===== src/rtl/pipelined_rca.sv =====
// Pipelined carry-chain adder/subtractor: the WIDTH-bit chain is split into STAGES
// chunks with a register after each, behind a global valid/ready stall.
module pipelined_rca #(
  parameter int WIDTH  = 16,
  parameter int STAGES = 4
) (
  input  logic             clk,
  input  logic             rst_n,
  input  logic             in_valid,
  output logic             in_ready,
  input  logic [WIDTH-1:0] A,
  input  logic [WIDTH-1:0] B,
  input  logic             Cin,
  input  logic             Sub,
  output logic             out_valid,
  input  logic             out_ready,
  output logic [WIDTH-1:0] Sum,
  output logic             Cout,
  output logic             Ovf
);

  localparam int CHUNK  = WIDTH / STAGES;
  localparam int CHUNK1 = CHUNK + 1;
  localparam int LAST   = STAGES - 1;

  logic [STAGES-1:0] valid_q;
  logic [STAGES-1:0] carry_q;
  logic [WIDTH-1:0]  a_q   [STAGES];
  logic [WIDTH-1:0]  b_q   [STAGES];
  logic [WIDTH-1:0]  sum_q [STAGES];
  logic              ovf_q;

  logic [STAGES-1:0] v_src;
  logic [STAGES-1:0] c_src;
  logic [WIDTH-1:0]  a_src [STAGES];
  logic [WIDTH-1:0]  b_src [STAGES];
  logic [WIDTH-1:0]  s_src [STAGES];
  logic [CHUNK:0]    chunk [STAGES];
  logic [WIDTH-1:0]  sum_d [STAGES];
  logic [STAGES-1:0] carry_d;
  logic              ovf_d;
  logic              advance;

  assign out_valid = valid_q[LAST];
  assign Sum       = sum_q[LAST];
  assign Cout      = carry_q[LAST];
  assign Ovf       = ovf_q;
  assign advance   = !out_valid || out_ready;
  assign in_ready  = advance && rst_n;

  // Stage k consumes chunk k of the operands carried down from stage k-1 (skewed pipeline).
  always_comb begin
    v_src    = '0;
    c_src    = '0;
    a_src[0] = A;
    b_src[0] = Sub ? ~B : B;
    c_src[0] = Sub ? ~Cin : Cin;
    s_src[0] = '0;
    v_src[0] = in_valid;
    for (int unsigned k = 1; k < STAGES; k++) begin
      a_src[k] = a_q[k-1];
      b_src[k] = b_q[k-1];
      s_src[k] = sum_q[k-1];
      c_src[k] = carry_q[k-1];
      v_src[k] = valid_q[k-1];
    end
    carry_d = '0;
    for (int unsigned k = 0; k < STAGES; k++) begin
      chunk[k] = {1'b0, a_src[k][k*CHUNK +: CHUNK]}
               + {1'b0, b_src[k][k*CHUNK +: CHUNK]}
               + CHUNK1'(c_src[k]);
      sum_d[k] = s_src[k];
      sum_d[k][k*CHUNK +: CHUNK] = chunk[k][CHUNK-1:0];
      carry_d[k] = chunk[k][CHUNK];
    end
    ovf_d = (a_src[LAST][WIDTH-1] == b_src[LAST][WIDTH-1]) &&
            (sum_d[LAST][WIDTH-1] != a_src[LAST][WIDTH-1]);
  end

  always_ff @(posedge clk or negedge rst_n) begin
    if (!rst_n) begin
      valid_q <= '0;
      carry_q <= '0;
      ovf_q   <= 1'b0;
      for (int unsigned k = 0; k < STAGES; k++) begin
        a_q[k]   <= '0;
        b_q[k]   <= '0;
        sum_q[k] <= '0;
      end
    end else if (advance) begin
      valid_q <= v_src;
      carry_q <= carry_d;
      ovf_q   <= ovf_d;
      for (int unsigned k = 0; k < STAGES; k++) begin
        a_q[k]   <= a_src[k];
        b_q[k]   <= b_src[k];
        sum_q[k] <= sum_d[k];
      end
    end
  end

endmodule


===== config.mk =====
export PLATFORM = sky130hd
export DESIGN_NAME = pipelined_rca
export DESIGN_NICKNAME = d
export VERILOG_FILES = /design/src/rtl/pipelined_rca.sv
export SDC_FILE = /design/constraint.sdc
export NUM_CORES = 1
export LEC_CHECK = 0
export ABC_CLOCK_PERIOD_IN_PS = 1700
export BUFFER_PORTS_ARGS = -buffer_cell sky130_fd_sc_hd__buf_4
export CORE_UTILIZATION = 54
export CTS_BUF_LIST = sky130_fd_sc_hd__clkbuf_8
export DETAILED_ROUTE_END_ITERATION = 6
export GPL_ROUTABILITY_DRIVEN = 0
export GPL_TIMING_DRIVEN = 0
export PLACE_DENSITY = 0.78
export RECOVER_POWER = 50
export SLEW_MARGIN = 15
export SYNTH_ARGS = -nofsm -noshare
export SYNTH_HDL_FRONTEND = slang
export SYNTH_SLANG_ARGS = --single-unit

===== constraint.sdc =====
create_clock -name clk -period 1.7 [get_ports clk]
set_clock_uncertainty 0.15 [all_clocks]
set_input_delay 0.085 -clock clk [delete_from_list [all_inputs] [get_ports clk]]
set_output_delay 0.085 -clock clk [all_outputs]
set_load 0.01 [all_outputs]

==> results by group <==
Synth
  • Synthesized area: about 4300 um2
  • Most common cell in the netlist: nand2_1
  • Synth area leaders: dfrtp_1 56%, nand2_1 19%, fa_1 3.7%, ha_1 3.5%, xnor2_1 3.0%
  • Post-Syn Area per Cell: 9.377 um2
  • Top cell types by occurrence after synthesis: 223 x nand2_1, 97 x dfrtp_1, 18 x buf_2, 18 x o21ai_0, 15 x xnor2_1
  • Largest area contributor in the netlist: dfrtp_1
  • Yosys warning count: 0
  • Register area share after synthesis: 0.5591
  • Net Count, Synth: between 500 and 600
  • Netlist cell types: 28
  • FF+latch count, synth: 97
  • Async set-or-reset flop fraction in the synthesized netlist: 1.000
  • Ys flop type: dfrtp_1
  • Number of synthesized flops with an enable pin: 0
  • Mapped Cells: 463
  • Top-area cell type share of the netlist area: 0.5591

Pwr
  • Leakage: 2.817 nW
  • Maximum VDD drop: 0.6857 mV
  • PwrDens: 1646 nW/um2

CTS
  • Worst-Skew Late Latency: 0.37 ns
  • Clock buffer depth: 2
  • H-tree depth: 3
  • CTS Hold Bufs: 35
  • CTS Buf Count: 9
  • TritonCTS clock tree: yes
  • Clock root cell: clkbuf_8
  • Reg clk slew, reported paths: 0.10 ns
  • Clock sink total: 97

Global route
  • Initial antenna violation count: 0
  • First-pass GRT wire length: 14920 um
  • Vias in the first global route: roughly 3300
  • Gr ovfl total: 0
  • Largest net degree at the start of global routing: 99
  • GRT Util Overall: 0.2294

Timing
  • Period utilization: 1.092
  • Final setup margin: -0.1562 ns
  • Slew HR: 0.4298
  • Worst-Margin Slew: 0.8553 ns
  • Fin. Hold Viols: just under 100
  • Fin Setup TNS: -0.4239 ns
  • Fmax: 0.5387 GHz
  • Number of setup violations in the final report: 4
  • Minimum clock period: about 1.9 ns
  • RSZ-0062 raised after global routing: yes
  • Final number of max-transition violations: 0
  • Worst hold margin: -0.3699 ns

Worst setup path
  • CP endpoint kind: flip-flop
  • Worst setup SP type: flip-flop
  • R2R Setup Slk: -0.16 ns
  • Worst flop-to-flop path endpoint: carry_q[3]$_DFFE_PN0N_
  • Critical Path RT: around 1.8 ns
  • Critical path fanouts, max: 2
  • Worst Reg-to-Reg Cells: 5
  • Crit path kind: flip-flop to flip-flop
  • Reg-to-Reg Start: a_q[28]$_DFFE_PN0N_
  • Crit path DAT: 1.95 ns

Status
  • Status: finished with violations
  • Failing checks: hold timing, setup timing

Die
  • # IOs: 58
  • Chip Height: 91.67 um
  • Total die area: 8402 um2
  • Initial Util: 0.5590
  • Rows: 32
  • Die Wd: 91.67 um
  • Core area: between 7000 and 8000 um2

Layout
  • Antenna diode count: 0
  • Post-route cell area: 5534 um2
  • Layout cells sized above 1: 0.1906
  • Nets: around 630
  • Layout area overhead: 27.46%

Worst hold path
  • Hold Crit Class: input pin to async pin

Routing
  • Post-Route WL: 8880 um
  • DR vias/cell: 4.947
  • Routed WL per cell: 13.18 um
  • Vias: ~3300
  • Detailed Routing Iterations Pass 1: 6
  • Post-route ant nets: 0
  • 1st-iter DRT viols: 226
  • DRC Markers: 0

Placed design
  • Placed cell area: 4923 um2
  • Dpl hpwl: 5970 um
  • IO Port Bufs: 56

Flow run
  • Maxcap violations: 0
==> power breakdown <==
part	internal [mW]	switching [mW]	leakage [nW]	total, mW
clock network	0.677	0.799	0.0912	1.48
logic	1.69	1.98	1.55	3.67
registers	3.33	0.631	1.18	3.96
total	5.70	3.41	2.82	9.11
==> repair_timing <==
action / 4_1_cts / 5_1_grt
buffers inserted: 1 / 1
setup endpoints to repair: 10 / 13
cloned: 0 / 0
pin swaps: 4 / 5
hold endpoints to repair: 125 / 97
gates resized for setup: 4 / 13
==> registers in the layout (all words and copies together), names as in the netlist <==
register,cells
carry_q,4
Ovf,1
b_q,24
s_src,24
a_q,24
valid_q,4
Sum,16
==> area by class of cell <==
cell class,count,area [um2]
inverters,9,33.78
clock buffers,9,123.9
clock inverters,7,71.32
repair buffers,93,774.5
multi-input cells,333,1821
plain buffers,24,155.1
fillers,610,2233
well taps,102,127.6
flip-flops and latches,97,2427
==> critical path, cell delays in order (launching register included) <==
cell	delay [ns]
dfrtp_1	0.41
fa_2	0.41
fa_2	0.39
a21o_1	0.18
a21oi_2	0.12
a21oi_1	0.07
==> cells in the final DEF (no fill, tap or decap), types with 2 or more instances in the layout <==
master and count:
a21o_1 4, a21oi_1 11, a21oi_2 2, buf_2 16, buf_4 53, buf_6 4
buf_8 2, clkbuf_1 7, clkbuf_8 9, clkinv_2 2, clkinvlp_4 3, dfrtp_1 97
dlygate4sd3_1 35, fa_2 7, ha_1 10, inv_1 8, mux2i_1 3, nand2_1 223
nand2b_1 2, nand3_1 4, nor2_1 7, nor2b_1 4, o2111ai_1 3, o21ai_0 16
o21ai_1 2, or4_1 3, xnor2_1 13, xnor2_2 2, xor2_1 5
==> how the worst max path moves through the flow <==
stage                             start                     end  slack, ns
floorplan                           Sub  carry_q[0]$_DFFE_PN0N_      -0.14
global placement                    Sub  carry_q[0]$_DFFE_PN0N_      -0.23
detailed placement                  Sub  carry_q[0]$_DFFE_PN0N_      -0.24
CTS                 a_q[28]$_DFFE_PN0N_  carry_q[3]$_DFFE_PN0N_      -0.13
global route        a_q[28]$_DFFE_PN0N_  carry_q[3]$_DFFE_PN0N_      -0.19
finish              a_q[28]$_DFFE_PN0N_  carry_q[3]$_DFFE_PN0N_      -0.16
==> metrics by stage <==
step                        util  cells  setup slack (ns)  power [mW]
after floorplan                -    463           -0.1393       6.195
after global placement    0.6339    621           -0.2251       7.194
after detailed placement  0.6339    621           -0.2426       7.411
after CTS                 0.7067    673           -0.1336       9.018
after global routing      0.7125    674           -0.1890       9.828
final                     0.7125    674           -0.1562       9.109
==> cell families after synthesis <==
| kind of cell | share of synthesized area |
|---|---|
| AND/OR/NAND/NOR | 0.2219 |
| XOR/XNOR | 0.04236 |
| multiplexers | 0.006917 |
| flip-flops | 0.5591 |
| adder cells (fa/ha/maj) | 0.07147 |
| buffers and inverters | 0.03717 |
| AO/OA/AOI/OAI | 0.06110 |
==> layer usage <==
| layer | up-vias | GRT usage | share of wire |
|---|---|---|---|
| met4 | 0 | 0.06746 | 0.013 |
| met3 | 9 | 0.04809 | 0.046 |
| met5 | - | 0 | 0 |
| li1 | 1657 | - | - |
| met2 | 72 | 0.3941 | 0.50 |
| met1 | 1596 | 0.2935 | 0.44 |
(Power assumes the default switching activity.)
